`src/rtl/ucsbece154b_mem_arbiter.sv`:
```
// Fetch/data arbiter sharing one single-ported memory over a req/ack handshake.
// Data wins ties, except that a bounded streak of data wins forces a fetch grant.
module ucsbece154b_mem_arbiter #(
  parameter int unsigned DW         = 32,
  parameter int unsigned STARVE_LIM = 4
) (
  input  logic          clk,
  input  logic          reset,
  input  logic          f_req_i,
  input  logic [DW-1:0] f_addr_i,
  output logic [DW-1:0] f_rdata_o,
  output logic          f_ready_o,
  input  logic          d_req_i,
  input  logic          d_we_i,
  input  logic [DW-1:0] d_addr_i,
  input  logic [DW-1:0] d_wdata_i,
  output logic [DW-1:0] d_rdata_o,
  output logic          d_ready_o,
  output logic          mem_req_o,
  output logic          mem_we_o,
  output logic [DW-1:0] mem_addr_o,
  output logic [DW-1:0] mem_wdata_o,
  input  logic [DW-1:0] mem_rdata_i,
  input  logic          mem_ack_i,
  output logic          grant_d_o
);

  localparam int unsigned SW = 4;
  localparam logic [SW-1:0] LIM = SW'(STARVE_LIM);

  typedef enum logic [1:0] {IDLE, BUSY, RESP} state_t;

  state_t        state;
  logic [SW-1:0] streak;
  logic          pick_d_c;

  // Data wins unless a fetch is pending and has already lost LIM times in a row.
  assign pick_d_c = d_req_i && (!f_req_i || (streak < LIM));

  always_ff @(posedge clk) begin
    if (reset) begin
      state       <= IDLE;
      streak      <= '0;
      mem_req_o   <= 1'b0;
      mem_we_o    <= 1'b0;
      mem_addr_o  <= '0;
      mem_wdata_o <= '0;
      f_rdata_o   <= '0;
      d_rdata_o   <= '0;
      f_ready_o   <= 1'b0;
      d_ready_o   <= 1'b0;
      grant_d_o   <= 1'b0;
    end else begin
      f_ready_o <= 1'b0;
      d_ready_o <= 1'b0;
      case (state)
        IDLE: begin
          if (f_req_i || d_req_i) begin
            state     <= BUSY;
            mem_req_o <= 1'b1;
            grant_d_o <= pick_d_c;
            if (pick_d_c) begin
              mem_we_o    <= d_we_i;
              mem_addr_o  <= d_addr_i;
              mem_wdata_o <= d_wdata_i;
              if (f_req_i && (streak < LIM)) streak <= streak + SW'(1);
            end else begin
              mem_we_o    <= 1'b0;
              mem_addr_o  <= f_addr_i;
              mem_wdata_o <= '0;
              streak      <= '0;
            end
          end
        end
        BUSY: begin
          if (mem_ack_i) begin
            state     <= RESP;
            mem_req_o <= 1'b0;
            mem_we_o  <= 1'b0;
            if (grant_d_o) begin
              d_ready_o <= 1'b1;
              if (!mem_we_o) d_rdata_o <= mem_rdata_i;
            end else begin
              f_ready_o <= 1'b1;
              f_rdata_o <= mem_rdata_i;
            end
          end
        end
        RESP:    state <= IDLE;
        default: state <= IDLE;
      endcase
    end
  end

endmodule

```
`config.mk`:
```
export PLATFORM = sky130hd
export DESIGN_NAME = ucsbece154b_mem_arbiter
export DESIGN_NICKNAME = d
export VERILOG_FILES = /design/src/rtl/ucsbece154b_mem_arbiter.sv
export SDC_FILE = /design/constraint.sdc
export NUM_CORES = 1
export LEC_CHECK = 0
export CAP_MARGIN = 20
export CORE_MARGIN = 4
export CORE_UTILIZATION = 30
export DETAILED_ROUTE_END_ITERATION = 6
export PLACE_DENSITY = 0.63
export SYNTH_ARGS = -nofsm -noshare
export SYNTH_HDL_FRONTEND = slang
export SYNTH_SLANG_ARGS = --single-unit
```
`constraint.sdc`:
```
create_clock -name clk -period 4.3 [get_ports clk]
set_clock_uncertainty 0.05 [all_clocks]
set_input_delay 0.43 -clock clk [delete_from_list [all_inputs] [get_ports clk]]
set_output_delay 0.43 -clock clk [all_outputs]
set_load 0.05 [all_outputs]
```
* Word-level counts from Yosys, hierarchy flattened
Index checks and enable logic that the tools add are counted.
W data, S select, Z words.
** Word-level totals
- Flip-flop bits (word level) :: 139
- Input port bits :: 134
- Output and inout bits :: 133
- Word-level logic and storage cells :: 50
** Cells by class
- Add/sub/neg operators :: 1
- $lt $le $gt $ge :: 1
- Eq/ne operators :: 4
- Muxes and demuxes :: 15
- Bitwise logic cells :: 4
- Reductions and logical operators :: 14
** Operators with widths (count)
- $mux W32 :: 2
- $reduce_and A3 Y1 :: 3
- $mux W4 :: 2
- $mux W1 :: 6
- $add A4 B1 Y4 const B :: 1
- $lt A4 B3 Y1 const B :: 1
- $mux W2 :: 2
- $ne A2 B2 Y1 const B :: 2
- $not A1 Y1 :: 4
- $pmux W1 S2 :: 2
- $pmux W2 S2 :: 1
- $reduce_and A2 Y1 :: 2
- $reduce_and A4 Y1 :: 1
- $reduce_or A3 Y1 :: 1
- $eq A2 B1 Y1 const B :: 1
- $logic_and A1 B1 Y1 :: 2
- $logic_not A2 Y1 :: 1
- $logic_or A1 B1 Y1 :: 2
- $ne A2 B1 Y1 const B :: 1
- $reduce_bool A2 Y1 :: 1
- $logic_not A1 Y1 :: 1

* Logic depth before layout (Yosys ltp)
- Word-level depth :: 6
- Mapped depth :: 6
- Mapped depth without buffers :: 3

* Worst setup path before layout
No wires, ideal clock.
- Kind :: register -> register
- Start :: register grant_d_o
- End :: register f_rdata_o[29]
- Library setup time :: 70 ps
- Arrival time :: 1537 ps
- Data required time :: 4180 ps
- Path slack :: 2642 ps
- Cell stages (with the launch flop) :: 6
- Path buffers :: 2
- Period minus slack after synthesis :: 1658 ps
- Path through :: dfxtp_1 > nand4bb_1 > clkbuf_1 > clkbuf_1 > nand2_1 > a21oi_1
** Between the ends
- Cells in the longest elaborated chain, start to end :: 2
** Ends and longest elaborated chain
- start: declaration :: line 25 : output logic grant_d_o
- start signal: assignment :: line 61 : grant_d_o <= pick_d_c;
- $not A1 Y1 (no line)
- $reduce_and A3 Y1 (no line)
- end signal: assignment :: line 85 : f_rdata_o <= mem_rdata_i;
- end: declaration :: line 11 : output logic [DW-1:0] f_rdata_o,
No other way between the ends.
A chain may end at the register's enable or synchronous reset.

* Final worst setup path
- Start :: register grant_d_o
- End :: output grant_d_o
No word-level cell between the ends.

==> qor.csv <==
stage,metric,value,unit
grt,grt peak-use layer,met2,
critical_path,reg2reg start,streak[3],
grt,first-pass GRT wire length,31.48,mm
finish,final instance area,8971,um2
critical_path,largest stage delay on the critical path,920,ps
sta,"Slew Viols, Final",0,
clock_network,H-tree levels,4,
drt,Avg WL per Cell,17.84,um
power_and_ir_drop,leakage power,3.063,nW
yosys,"Top FF cell, synth",dfxtp_1,
floorplan,Core Region,17960,um2
critical_path,data required time of the critical path,3820,ps
yosys,post-synth net total,809,
clock_network,# clock sinks,139,
finish,final core occ,49.94,%
sta,Slew HR,27.54,%
critical_path,crit path DAT,1800,ps
floorplan,row count,49,
sta,unrepaired setup endpoints after global routing,no,
clock_network,setup bufs post-CTS,0,
grt,gr usage total,19.14,%
yosys,Yosys reg bits,139,
grt,met2 Use GR,30.93,%
sta,hold slack final,404.4,ps
critical_path,Crit-path slowest cell,clkdlybuf4s50_1,
sta,Fmax,438.9,MHz
finish,area delta synth->final,63.21,%
clock_network,CTS tree,done,
critical_path,Crit Path Max Fanout,7,
sta,Setup WS post-layout,2021,ps
clock_network,total CTS buffers,17,
run,Max-Cap Viols,0,
yosys,"Seq/Total Area, Yosys",50.63,%
placed_design,dpl hpwl,13.60,mm
critical_path,"delay-heaviest family, CP",buffers and inverters,
critical_path,CP Buf/Inv Count,1,
floorplan,num ports,267,
floorplan,die area,20550,um2
finish,share of layout cells above drive strength 1,6.360,%
critical_path,Startpoint Class,register,
finish,Ant. Diodes,0,
grt,largest net degree at the start of global routing,88,
grt,initial antenna violation count,0,
critical_path,Critical Path Source,grant_d_o,
yosys,"Cell Area, Synth",5497,um2
sta,period utilisation layout,52.99,%
yosys,synthesized instance count,674,
sta,Worst-Margin Slew,1087,ps
drt,first drt pass iteration count,4,
yosys,syn_area_per_cell,8.155,um2
sta,setup TNS,0,ps
clock_network,clk slew on worst S/H paths,60,ps
critical_path,R2R Setup Slk,2160,ps
yosys,Synth cell types,34,
floorplan,Initial Util,30.60,%
placed_design,worst slack at placement,1681,ps
grt,global-route track usage on met1,24.05,%
grt,global route overflow,0,
floorplan,Die X,143.4,um
clock_network,Worst-Skew Late Latency,410,ps
placed_design,Placed Area,8304,um2
grt,met3 GRT Util,6.522,%
yosys,Post-synth ARST share,0,%
drt,Residual DRC,0,
sta,"Hold Vio Cnt, Final",0,
drt,initial DRC count,335,
drt,Final ANT Viol Nets,0,
clock_network,hold buffers post-CTS,0,
critical_path,FF-to-FF End,mem_addr_o[12],
floorplan,Die H,143.4,um
clock_network,root buf cell,clkbuf_16,
sta,setup violators final,0,
critical_path,Crit Path Class,register to output port,
placed_design,port bufs,266,
worst_hold_path,worst hold start,f_rdata_o[15],
yosys,Yosys warnings,0,
worst_hold_path,Hold Path Stages,2,
power_and_ir_drop,PD cells,431.6,nW/um2
yosys,Post-synth EDFFs,0,
drt,drt total wl,20.35,mm
outcome,status,"finished, final reports clean",
critical_path,Critical Path Sink Type,output port,
grt,number of global-route vias before repair,5808,
drt,via count,5906,
drt,Via density,5.176,
worst_hold_path,WHS Endpoint,f_rdata_o[15],
finish,# nets final,1034,
clock_network,Post-CTS Resized,0,
worst_hold_path,Min-Delay Path Class,register to register,
placed_design,routability cong.,0.8071,
power_and_ir_drop,peak supply drop,261.1,uV
critical_path,"Critical Path, Cell by Cell",clkdlybuf4s50_1,
sta,post-route minimum period,2279,ps
clock_network,Clock Path Buffers,2,
critical_path,R2R depth,4,
tightest hold or removal path, delay by kind of cell, from the launching register on:
kind | cells | cell delay, ps
AOI/OAI and AO/OA | 1 | 50
DFF | 1 | 310
and+or+nand+nor | 1 | 50
layer usage:
metal	part of all wire [%]	wire length [um]
met4	2.0	408
met1	42	8497
met2	47	9619
met3	9.0	1828
met5	0	0
cell families after synthesis:
kind of cell	Yosys count	synth area share [%]
fa+ha+maj	1	0.2276
flops	139	50.63
simple gates	188	16.39
buf+inv	78	5.964
compound gates	268	26.79
worst max path at each step:
stage,to,cells after the start
after floorplan,f_rdata_o[29],5
after global placement,mem_addr_o[23],4
after detailed placement,mem_addr_o[24],4
after CTS,grant_d_o,1
after global routing,mem_addr_o[4],4
final,grant_d_o,1
layout make-up:
type	count	area [um2]
Fill cell	1725	8992
Multi-Input combinational cell	457	2420
Timing Repair Buffer	282	2808
Clock inverter	12	210.2
Sequential cell	139	2783
Clock buffer	20	456.7
Inverter	2	7.507
Tap cell	229	286.5
state kept, by name, indices dropped and copies added, names as in the netlist:
name         count
d_ready_o        1
d_rdata_o       32
f_rdata_o       32
mem_we_o         1
streak           4
grant_d_o        1
mem_wdata_o     32
mem_addr_o      32
mem_req_o        1
f_ready_o        1
state            2
power breakdown:
group	switching [mW]	internal [mW]
logic	0.502	0.314
clock network	0.578	1.07
registers	0.0432	1.36
total	1.12	2.75
cells in the final DEF, fill, tap and decap left out, types with 3 or more instances in the layout:
cell             count
buf_4               15
clkinv_4             3
nor2_2               3
inv_6                3
a311oi_1            32
nand2_1             70
nand3_1             97
dfxtp_1            139
clkdlybuf4s50_1    265
o21ai_0             97
a21oi_1            135
bufinv_16            5
clkbuf_16           17
metrics by stage:
stage | total power [mW] | instances
finish | 3.872 | 1141
CTS | 3.918 | 1141
detailed placement | 2.255 | 1109
floorplan | 1.897 | 674
global route | 4.027 | 1141
global placement | 2.242 | 1107
cell usage after synthesis, types with 2 or more instances:
library cell	count	area (um2)
a21oi_1	135	675.7
a311oi_1	32	280.3
buf_2	16	80.08
buf_4	2	15.01
clkbuf_1	56	210.2
dfxtp_1	139	2783
inv_1	2	7.510
nand2_1	70	262.8
nand3_1	97	485.5
nand4_1	2	12.51
nor2_1	3	11.26
nor2_2	2	12.51
o21ai_0	97	485.5
Note: power is estimated with default switching activity, not from simulation.
